===== src/rtl/vga_timing_gen.sv =====
// Raster timing source: hc/vc counters, coordinate decode and a delayed sync/DE/RGB monitor path.
// Optional colour-bar override is compiled in with `define VGA_TIMING_TEST_PATTERN_EN.
module vga_timing_gen #(
   parameter int unsigned H_ACTIVE   = 1280,
   parameter int unsigned H_FP       = 48,
   parameter int unsigned H_SYNC     = 112,
   parameter int unsigned H_BP       = 248,
   parameter int unsigned V_ACTIVE   = 1024,
   parameter int unsigned V_FP       = 1,
   parameter int unsigned V_SYNC     = 3,
   parameter int unsigned V_BP       = 38,
   parameter bit          SYNC_POL   = 1'b1,
   parameter int unsigned PIPE_DELAY = 2
) (
   input  logic        i_clk,
   input  logic        i_reset,
   output logic [10:0] o_x,
   output logic [9:0]  o_y,
   output logic        o_valid,
   output logic        o_vsync,
   output logic        o_frame_start,
   output logic [15:0] o_frame_count,
   input  logic [7:0]  i_r_in,
   input  logic [7:0]  i_g_in,
   input  logic [7:0]  i_b_in,
   input  logic        i_pattern_en,
   output logic        o_hsync_out,
   output logic        o_vsync_out,
   output logic        o_de_out,
   output logic [7:0]  o_r_out,
   output logic [7:0]  o_g_out,
   output logic [7:0]  o_b_out
);

   localparam int unsigned H_TOTAL = H_ACTIVE + H_FP + H_SYNC + H_BP;
   localparam int unsigned V_TOTAL = V_ACTIVE + V_FP + V_SYNC + V_BP;
   localparam int unsigned HW      = $clog2(H_TOTAL);
   localparam int unsigned VW      = $clog2(V_TOTAL);

   localparam logic [HW-1:0] H_LAST = HW'(H_TOTAL - 1);
   localparam logic [HW-1:0] H_ACT  = HW'(H_ACTIVE);
   localparam logic [HW-1:0] HS_BEG = HW'(H_ACTIVE + H_FP);
   localparam logic [HW-1:0] HS_END = HW'(H_ACTIVE + H_FP + H_SYNC);
   localparam logic [VW-1:0] V_LAST = VW'(V_TOTAL - 1);
   localparam logic [VW-1:0] V_ACT  = VW'(V_ACTIVE);
   localparam logic [VW-1:0] VS_BEG = VW'(V_ACTIVE + V_FP);
   localparam logic [VW-1:0] VS_END = VW'(V_ACTIVE + V_FP + V_SYNC);

   logic [HW-1:0] r_hc;
   logic [VW-1:0] r_vc;
   logic [15:0]   r_fc;
   logic          w_h_end;
   logic          w_v_end;
   logic          w_hs_act;
   logic          w_vs_act;

   // Delay-line stage bits: {hsync active, vsync active, data enable}
   logic [2:0]    r_dly [PIPE_DELAY];
   logic [7:0]    r_r;
   logic [7:0]    r_g;
   logic [7:0]    r_b;
   logic [7:0]    w_r_src;
   logic [7:0]    w_g_src;
   logic [7:0]    w_b_src;

   assign w_h_end  = (r_hc == H_LAST);
   assign w_v_end  = (r_vc == V_LAST);
   assign w_hs_act = (r_hc >= HS_BEG) && (r_hc < HS_END);
   assign w_vs_act = (r_vc >= VS_BEG) && (r_vc < VS_END);

   always_ff @(posedge i_clk) begin
      if (i_reset) begin
         r_hc <= '0;
         r_vc <= '0;
         r_fc <= '0;
      end else if (w_h_end) begin
         r_hc <= '0;
         if (w_v_end) begin
            r_vc <= '0;
            r_fc <= r_fc + 16'd1;
         end else begin
            r_vc <= r_vc + VW'(1);
         end
      end else begin
         r_hc <= r_hc + HW'(1);
      end
   end

   always_comb begin
      o_valid       = (r_hc < H_ACT) && (r_vc < V_ACT);
      o_x           = o_valid ? 11'(r_hc) : 11'd0;
      o_y           = o_valid ? 10'(r_vc) : 10'd0;
      o_vsync       = ~w_vs_act;
      o_frame_start = (r_hc == '0) && (r_vc == '0);
      o_frame_count = r_fc;
   end

   always_ff @(posedge i_clk) begin
      if (i_reset) begin
         for (int i = 0; i < PIPE_DELAY; i++) r_dly[i] <= '0;
         r_r <= '0;
         r_g <= '0;
         r_b <= '0;
      end else begin
         r_dly[0] <= {w_hs_act, w_vs_act, o_valid};
         for (int i = 1; i < PIPE_DELAY; i++) r_dly[i] <= r_dly[i-1];
         r_r <= i_r_in;
         r_g <= i_g_in;
         r_b <= i_b_in;
      end
   end

`ifdef VGA_TIMING_TEST_PATTERN_EN
   // Bar index x[10:8] travels with the sync bits so bars line up with de_out
   logic [2:0] r_bar [PIPE_DELAY];
   logic [2:0] w_bar;

   always_ff @(posedge i_clk) begin
      if (i_reset) begin
         for (int i = 0; i < PIPE_DELAY; i++) r_bar[i] <= '0;
      end else begin
         r_bar[0] <= o_x[10:8];
         for (int i = 1; i < PIPE_DELAY; i++) r_bar[i] <= r_bar[i-1];
      end
   end

   assign w_bar = r_bar[PIPE_DELAY-1];

   always_comb begin
      w_r_src = r_r;
      w_g_src = r_g;
      w_b_src = r_b;
      if (i_pattern_en) begin
         w_r_src = {8{~w_bar[1]}};
         w_g_src = {8{~w_bar[2]}};
         w_b_src = {8{~w_bar[0]}};
      end
   end
`else
   logic w_unused_pattern_en;
   assign w_unused_pattern_en = i_pattern_en;

   always_comb begin
      w_r_src = r_r;
      w_g_src = r_g;
      w_b_src = r_b;
   end
`endif

   always_comb begin
      o_hsync_out = r_dly[PIPE_DELAY-1][2] ? SYNC_POL : ~SYNC_POL;
      o_vsync_out = r_dly[PIPE_DELAY-1][1] ? SYNC_POL : ~SYNC_POL;
      o_de_out    = r_dly[PIPE_DELAY-1][0];
      o_r_out     = o_de_out ? w_r_src : 8'd0;
      o_g_out     = o_de_out ? w_g_src : 8'd0;
      o_b_out     = o_de_out ? w_b_src : 8'd0;
   end

endmodule


===== config.mk =====
export PLATFORM = sky130hd
export DESIGN_NAME = vga_timing_gen
export DESIGN_NICKNAME = d
export VERILOG_FILES = /design/src/rtl/vga_timing_gen.sv
export SDC_FILE = /design/constraint.sdc
export NUM_CORES = 1
export LEC_CHECK = 0
export CORE_UTILIZATION = 40
export DETAILED_ROUTE_END_ITERATION = 10
export PLACE_DENSITY = 0.7
export SLEW_MARGIN = 10
export SYNTH_ARGS = -nofsm -noshare
export SYNTH_HDL_FRONTEND = slang
export SYNTH_SLANG_ARGS = --single-unit

===== constraint.sdc =====
create_clock -name i_clk -period 2.8 [get_ports i_clk]
set_input_delay 0.42 -clock i_clk [delete_from_list [all_inputs] [get_ports i_clk]]
set_output_delay 0.42 -clock i_clk [all_outputs]
set_load 0.005 [all_outputs]

Word-level counts from Yosys, hierarchy flattened

Memories as Yosys holds them, arrays and structs flattened.
Cells that the tools add are included.

Register bits after elaboration: 62
Bits in writable memories: 6
Input bits: 27
Output and inout bits: 67
Word-level logic and storage cells: 42
Memories: 1

Add/subtract/negate cells: 3
Order comparisons: 6
Equal/unequal tests: 2
Muxes and demuxes: 13
Bitwise gates (word level): 3
Reduce and logical (&&, ||, !) cells: 8

Memories:

| name  | words | bits a word | rd ports | clocked after Yosys merged registers in | wr ports | RTL line | text |
|---|---|---|---|---|---|---|---|
| r_dly | 2     | 3           | 2        | 0                                       | 2        | 58       | `logic [2:0] r_dly [PIPE_DELAY];` |

Operators with widths:

| cell                                           | count |
|---|---|
| < comparator 11 bit (second input constant)    | 4 |
| 2-to-1 mux 8 bit                               | 3 |
| adder 11 x 1 -> 11 bit (second input constant) | 2 |
| == test 11 bit (second input constant)         | 2 |
| >= comparator 11 bit (second input constant)   | 2 |
| zero test 11 bit                               | 2 |
| 2-to-1 mux 11 bit                              | 2 |
| adder 16 x 1 -> 16 bit (second input constant) | 1 |
| 2-to-1 mux 10 bit                              | 1 |
| 2-to-1 mux 3 bit                               | 2 |
| 2-to-1 mux 1 bit                               | 5 |
| logical AND 1 bit                              | 4 |
| OR 1 bit                                       | 2 |
| AND reduction 2 bit                            | 1 |
| OR reduction 2 bit                             | 1 |
| inverter 1 bit                                 | 1 |

Depth between registers and ports, before layout

Depth in word-level cells: 3
Mapped depth: 7

Least setup slack after synthesis

Ideal clock, no wire load.

Path kind: flip-flop to flip-flop
From: reg r_vc[2]
To: reg r_fc[6], in the netlist o_frame_count[6]
Setup time: 121 ps
Arrival: 2,276 ps
Data required time: 2,679 ps
Path slack: 403 ps
Stages on the path, launching flop included: 7
Buffers on the path: 2
Period minus slack after synthesis: 2,397 ps
Cell sequence: dfxtp_1 -> buf_2 -> or4_4 -> or4_4 -> clkbuf_1 -> nor4_1 -> mux2_2

Cells in the longest elaborated chain, start to end: 2

RTL lines:

| what                                 | RTL line | text |
|---|---|---|
| start, declared                      | 50       | `logic [VW-1:0] r_vc;` |
| start signal, assigned               | 82       | `r_vc <= r_vc + VW'(1);` |
| == test 11 bit                       | 67       | `assign w_v_end = (r_vc == V_LAST);` |
| AND reduction 2 bit (no source line) | n/a      |  |
| end signal, assigned                 | 80       | `r_fc <= r_fc + 16'd1;` |
| end, declared                        | 51       | `logic [15:0] r_fc;` |

Every way passes these cells.
A chain may end at the register's enable or synchronous reset.

Worst setup path in the final report

From: reg r_vc[1]
To: out o_vsync

Cells in the longest elaborated chain, start to end: 3
Elaborated cells on any way between the ends: 4

RTL lines:

| what                                                        | RTL line | text |
|---|---|---|
| >= comparator 11 bit or < comparator 11 bit (tied branches) | 69       | `assign w_vs_act = (r_vc >= VS_BEG) && (r_vc < VS_END);` |
| logical AND 1 bit *                                         | 69       |  |
| inverter 1 bit *                                            | 93       | `o_vsync = ~w_vs_act;` |
| end, declared                                               | 20       | `output logic o_vsync,` |

Every way passes the cells marked *; elsewhere a longest branch is shown, timed or not.

==> insert_results.sql <==
INSERT INTO impl_metrics (metric_group, metric, value, unit) VALUES
('setup_path', 'worst-path-buf-inv', '2', ''),
('sta', 'setup_tns', '0', 'ns'),
('yosys', 'number_of_synthesized_flops_with_an_enable_pin', '0', ''),
('final_layout', 'diodes', '0', ''),
('yosys', 'yosys-top-cells-area', 'sky130_fd_sc_hd__dfxtp_1 (44%), sky130_fd_sc_hd__and2_1 (8.1%), sky130_fd_sc_hd__nor2b_1 (5.6%)', ''),
('routing', 'route.antenna.remaining_nets', '0', ''),
('sta', 'grt_setup_unrepaired', 'no', ''),
('yosys', 'syn_area_per_cell', '8.66', 'um^2'),
('power', 'power_leakage', '1.51', 'nW'),
('yosys', 'synth_seq_cells', '68', ''),
('setup_path', 'timing.setup.critical_path_class', 'flip-flop to output pin', ''),
('grt', 'overall_routing_resource_usage', '0.186', ''),
('yosys', 'synth_largest_type_area_fraction', '0.439', ''),
('die', 'die_area', '8110', 'um^2'),
('setup_path', 'path_cells', 'inv_1 -> ha_1 -> nor3b_1 -> o311ai_1 -> clkdlybuf4s50_1', ''),
('setup_path', 'critPathRequiredTime', '2.38', 'ns'),
('sta', 'timing.clock.skew', '0.00450', 'ns'),
('die', 'fp.dieW', '90.0', 'um'),
('yosys', 'synth.cells.most_frequent', 'sky130_fd_sc_hd__dfxtp_1 (68), sky130_fd_sc_hd__and2_1 (40), sky130_fd_sc_hd__nor2b_1 (28)', ''),
('setup_path', 'endpoint_kind', 'output pin', ''),
('yosys', 'synthDominantAreaCellType', 'sky130_fd_sc_hd__dfxtp_1', ''),
('final_layout', 'final_util', '0.584', ''),
('yosys', 'syn_nets', '391', ''),
('final_layout', 'drive_above_1_share', '0.0761', ''),
('yosys', 'ys_seq_area_frac', '0.439', ''),
('routing', 'detailedRoute.firstIterationViolations', '111', ''),
('place', 'dp_hpwl', '5070', 'um'),
('yosys', 'synthesis.instances', '358', ''),
('clocking', 'clock_sink_count', '68', ''),
('routing', 'dr_wl_met2', '3520', 'um'),
('yosys', 'ys.flop_type', 'sky130_fd_sc_hd__dfxtp_1', ''),
('die', 'die-height', '90.0', 'um'),
('power', 'ir_drop', '0.000259', 'V'),
('min_path', 'min_path_type', 'flip-flop to flip-flop', ''),
('yosys', 'ys_async_sr_fraction', '0', ''),
('sta', 'fmaxAchievable', '375', 'MHz'),
('setup_path', 'critPathLaunchType', 'flip-flop', ''),
('clocking', 'ctsRootBufferMaster', 'sky130_fd_sc_hd__clkbuf_8', ''),
('clocking', 'clockBufferDepth', '2', ''),
('setup_path', 'worst-path-max-fanout', '6', ''),
('die', 'core-area', '7370', 'um^2'),
('setup_path', 'critical-path-slowest-cell', 'sky130_fd_sc_hd__clkdlybuf4s50_1', ''),
('grt', 'grt_pass1_wl', '12200', 'um'),
('final_layout', 'finish.net_count', '476', ''),
('final_layout', 'fill_cells', '680', ''),
('die', 'initial_utilization', '0.421', ''),
('setup_path', 'slowest_delay', '0.60', 'ns'),
('place', 'numPortBuffers', '92', ''),
('routing', 'route.layer.met1.wl', '3420', 'um'),
('yosys', 'synth.distinct_cells', '36', ''),
('die', 'placement_rows', '31', ''),
('sta', 'final_max_slew_viols', '0', ''),
('sta', 'hold_viol', '0', ''),
('routing', 'totalWireLength', '7390', 'um'),
('job', 'cap_violations', '0', ''),
('clocking', 'clk_transition_reported_paths', '0.07', 'ns'),
('yosys', 'synth.cell_area', '3100', 'um^2'),
('clocking', 'tritoncts', 'built', ''),
('setup_path', 'critical_path.top_delay_family', 'buffers and inverters', ''),
('final_layout', 'area_of_the_multi_input_gates', '1600', 'um^2'),
('routing', 'dr_total_vias', '2792', ''),
('clocking', 'clock_insertion_delay_worst_skew', '0.34', 'ns'),
('run_status', 'outcome', 'finished, final reports clean', ''),
('routing', 'drtPass1Iterations', '4', ''),
('grt', 'antenna_found_initial', '0', ''),
('clocking', 'postCtsHoldBufs', '0', ''),
('clocking', 'cts_inserted_buffers', '9', ''),
('final_layout', 'area.growth.synth_to_final', '38.8', '%'),
('yosys', 'yosys.cell_count.top_type', 'sky130_fd_sc_hd__dfxtp_1', ''),
('grt', 'maximum_number_of_pins_on_one_net_before_global_route_repair', '31', ''),
('sta', 'worst-slew-pin-transition', '0.540', 'ns');
[worst paths after layout]
| check | start | end | slack, ns | cells past startpoint |
|---|---|---|---|---|
| hold / removal | r_dly[0][1]$_SDFF_PP0_ | r_dly[0][4]$_SDFF_PP0_ | 0.43 | 1 |
| setup / recovery | r_vc[1]$_SDFFE_PP0N_ | o_vsync | 0.14 | 5 |
| hold reg to reg | r_dly[0][1]$_SDFF_PP0_ | r_dly[0][4]$_SDFF_PP0_ | 0.43 | 1 |
| setup reg to reg | r_hc[6]$_SDFF_PP0_ | o_frame_count[10]$_SDFFE_PP0P_ | 0.27 | 5 |
[state kept, by name, indices dropped and copies added (netlist names)]
register,cells
o_frame_count,16
r_hc,11
r_vc,11
r_b,8
r_g,8
r_r,8
r_dly,6
[worst register-to-register path, cell delays in order (launching register included)]
cell and delay [ns]:
sky130_fd_sc_hd__dfxtp_1 0.38, sky130_fd_sc_hd__or4_4 0.56, sky130_fd_sc_hd__buf_4 0.17, sky130_fd_sc_hd__or4b_1 0.66
sky130_fd_sc_hd__or4_1 0.53, sky130_fd_sc_hd__a21oi_1 0.16
[report_power, final]
| part | internal (W) | total (W) | leakage [nW] | switching (W) |
|---|---|---|---|---|
| Combinational | 0.0000789 | 0.000122 | 0.856 | 0.0000428 |
| Sequential | 0.000990 | 0.00100 | 0.557 | 0.0000115 |
| Clock | 0.000494 | 0.000858 | 0.102 | 0.000364 |
[metrics by stage]
stage	power (W)	instance area [um^2]	hold WS, ns	worst slack [ns]
after floorplan	0.00107	3100	0.414	0.403
after global placement	0.00114	4070	0.417	0.371
after detailed placement	0.00115	4070	0.425	0.339
after CTS	0.00200	4280	0.436	0.0489
after global routing	0.00206	4300	0.457	0.0153
final	0.00198	4300	0.434	0.136
[cell type report]
cell class / instances / share of cell area
clock buffers: 10 / 0.0297
clock inverters: 5 / 0.0180
inverters: 8 / 0.00698
multi-input cells: 255 / 0.371
flip-flops and latches: 68 / 0.317
well taps: 99 / 0.0288
repair buffers: 101 / 0.229
[logic make-up after synthesis]
kind of cell,synth area share
and+or+nand+nor,0.353
DFF,0.439
AOI/OAI and AO/OA,0.0920
buffers and inverters,0.0480
xor gates and xnor gates,0.0367
adders and majority gates,0.0242
muxes,0.00686
[per-layer routing]
metal,track usage,vias to the layer above
met5,0,-
met2,0.298,69
met4,0.0726,0
li1,-,1410
met1,0.240,1305
met3,0.0448,8
[cells in the final DEF (no fill, tap or decap), types with 3 or more instances in the layout]
cell	n
sky130_fd_sc_hd__nor2b_1	28
sky130_fd_sc_hd__inv_1	8
sky130_fd_sc_hd__buf_4	9
sky130_fd_sc_hd__and4_1	4
sky130_fd_sc_hd__and3_1	8
sky130_fd_sc_hd__ha_1	6
sky130_fd_sc_hd__o31ai_1	13
sky130_fd_sc_hd__xor2_1	4
sky130_fd_sc_hd__or4_4	3
sky130_fd_sc_hd__and2_1	40
sky130_fd_sc_hd__nand3_1	15
sky130_fd_sc_hd__or4_1	14
sky130_fd_sc_hd__clkbuf_8	9
sky130_fd_sc_hd__nor2_1	25
sky130_fd_sc_hd__clkdlybuf4s50_1	91
sky130_fd_sc_hd__o21ai_0	7
sky130_fd_sc_hd__xnor2_1	9
sky130_fd_sc_hd__dfxtp_1	66
sky130_fd_sc_hd__or3_1	4
sky130_fd_sc_hd__nor4_1	9
sky130_fd_sc_hd__nor3_1	9
sky130_fd_sc_hd__nand4_1	7
sky130_fd_sc_hd__nand2_1	14
sky130_fd_sc_hd__a21oi_1	22
[what timing repair did]
| item | 4_1_cts | 5_1_grt |
|---|---|---|
| resized for setup | 1 | 3 |
| setup endpoints to repair | 1 | 2 |
| pin swaps | 0 | 2 |
| setup buffers | 0 | 2 |
Power figures use the tool's default switching activity.
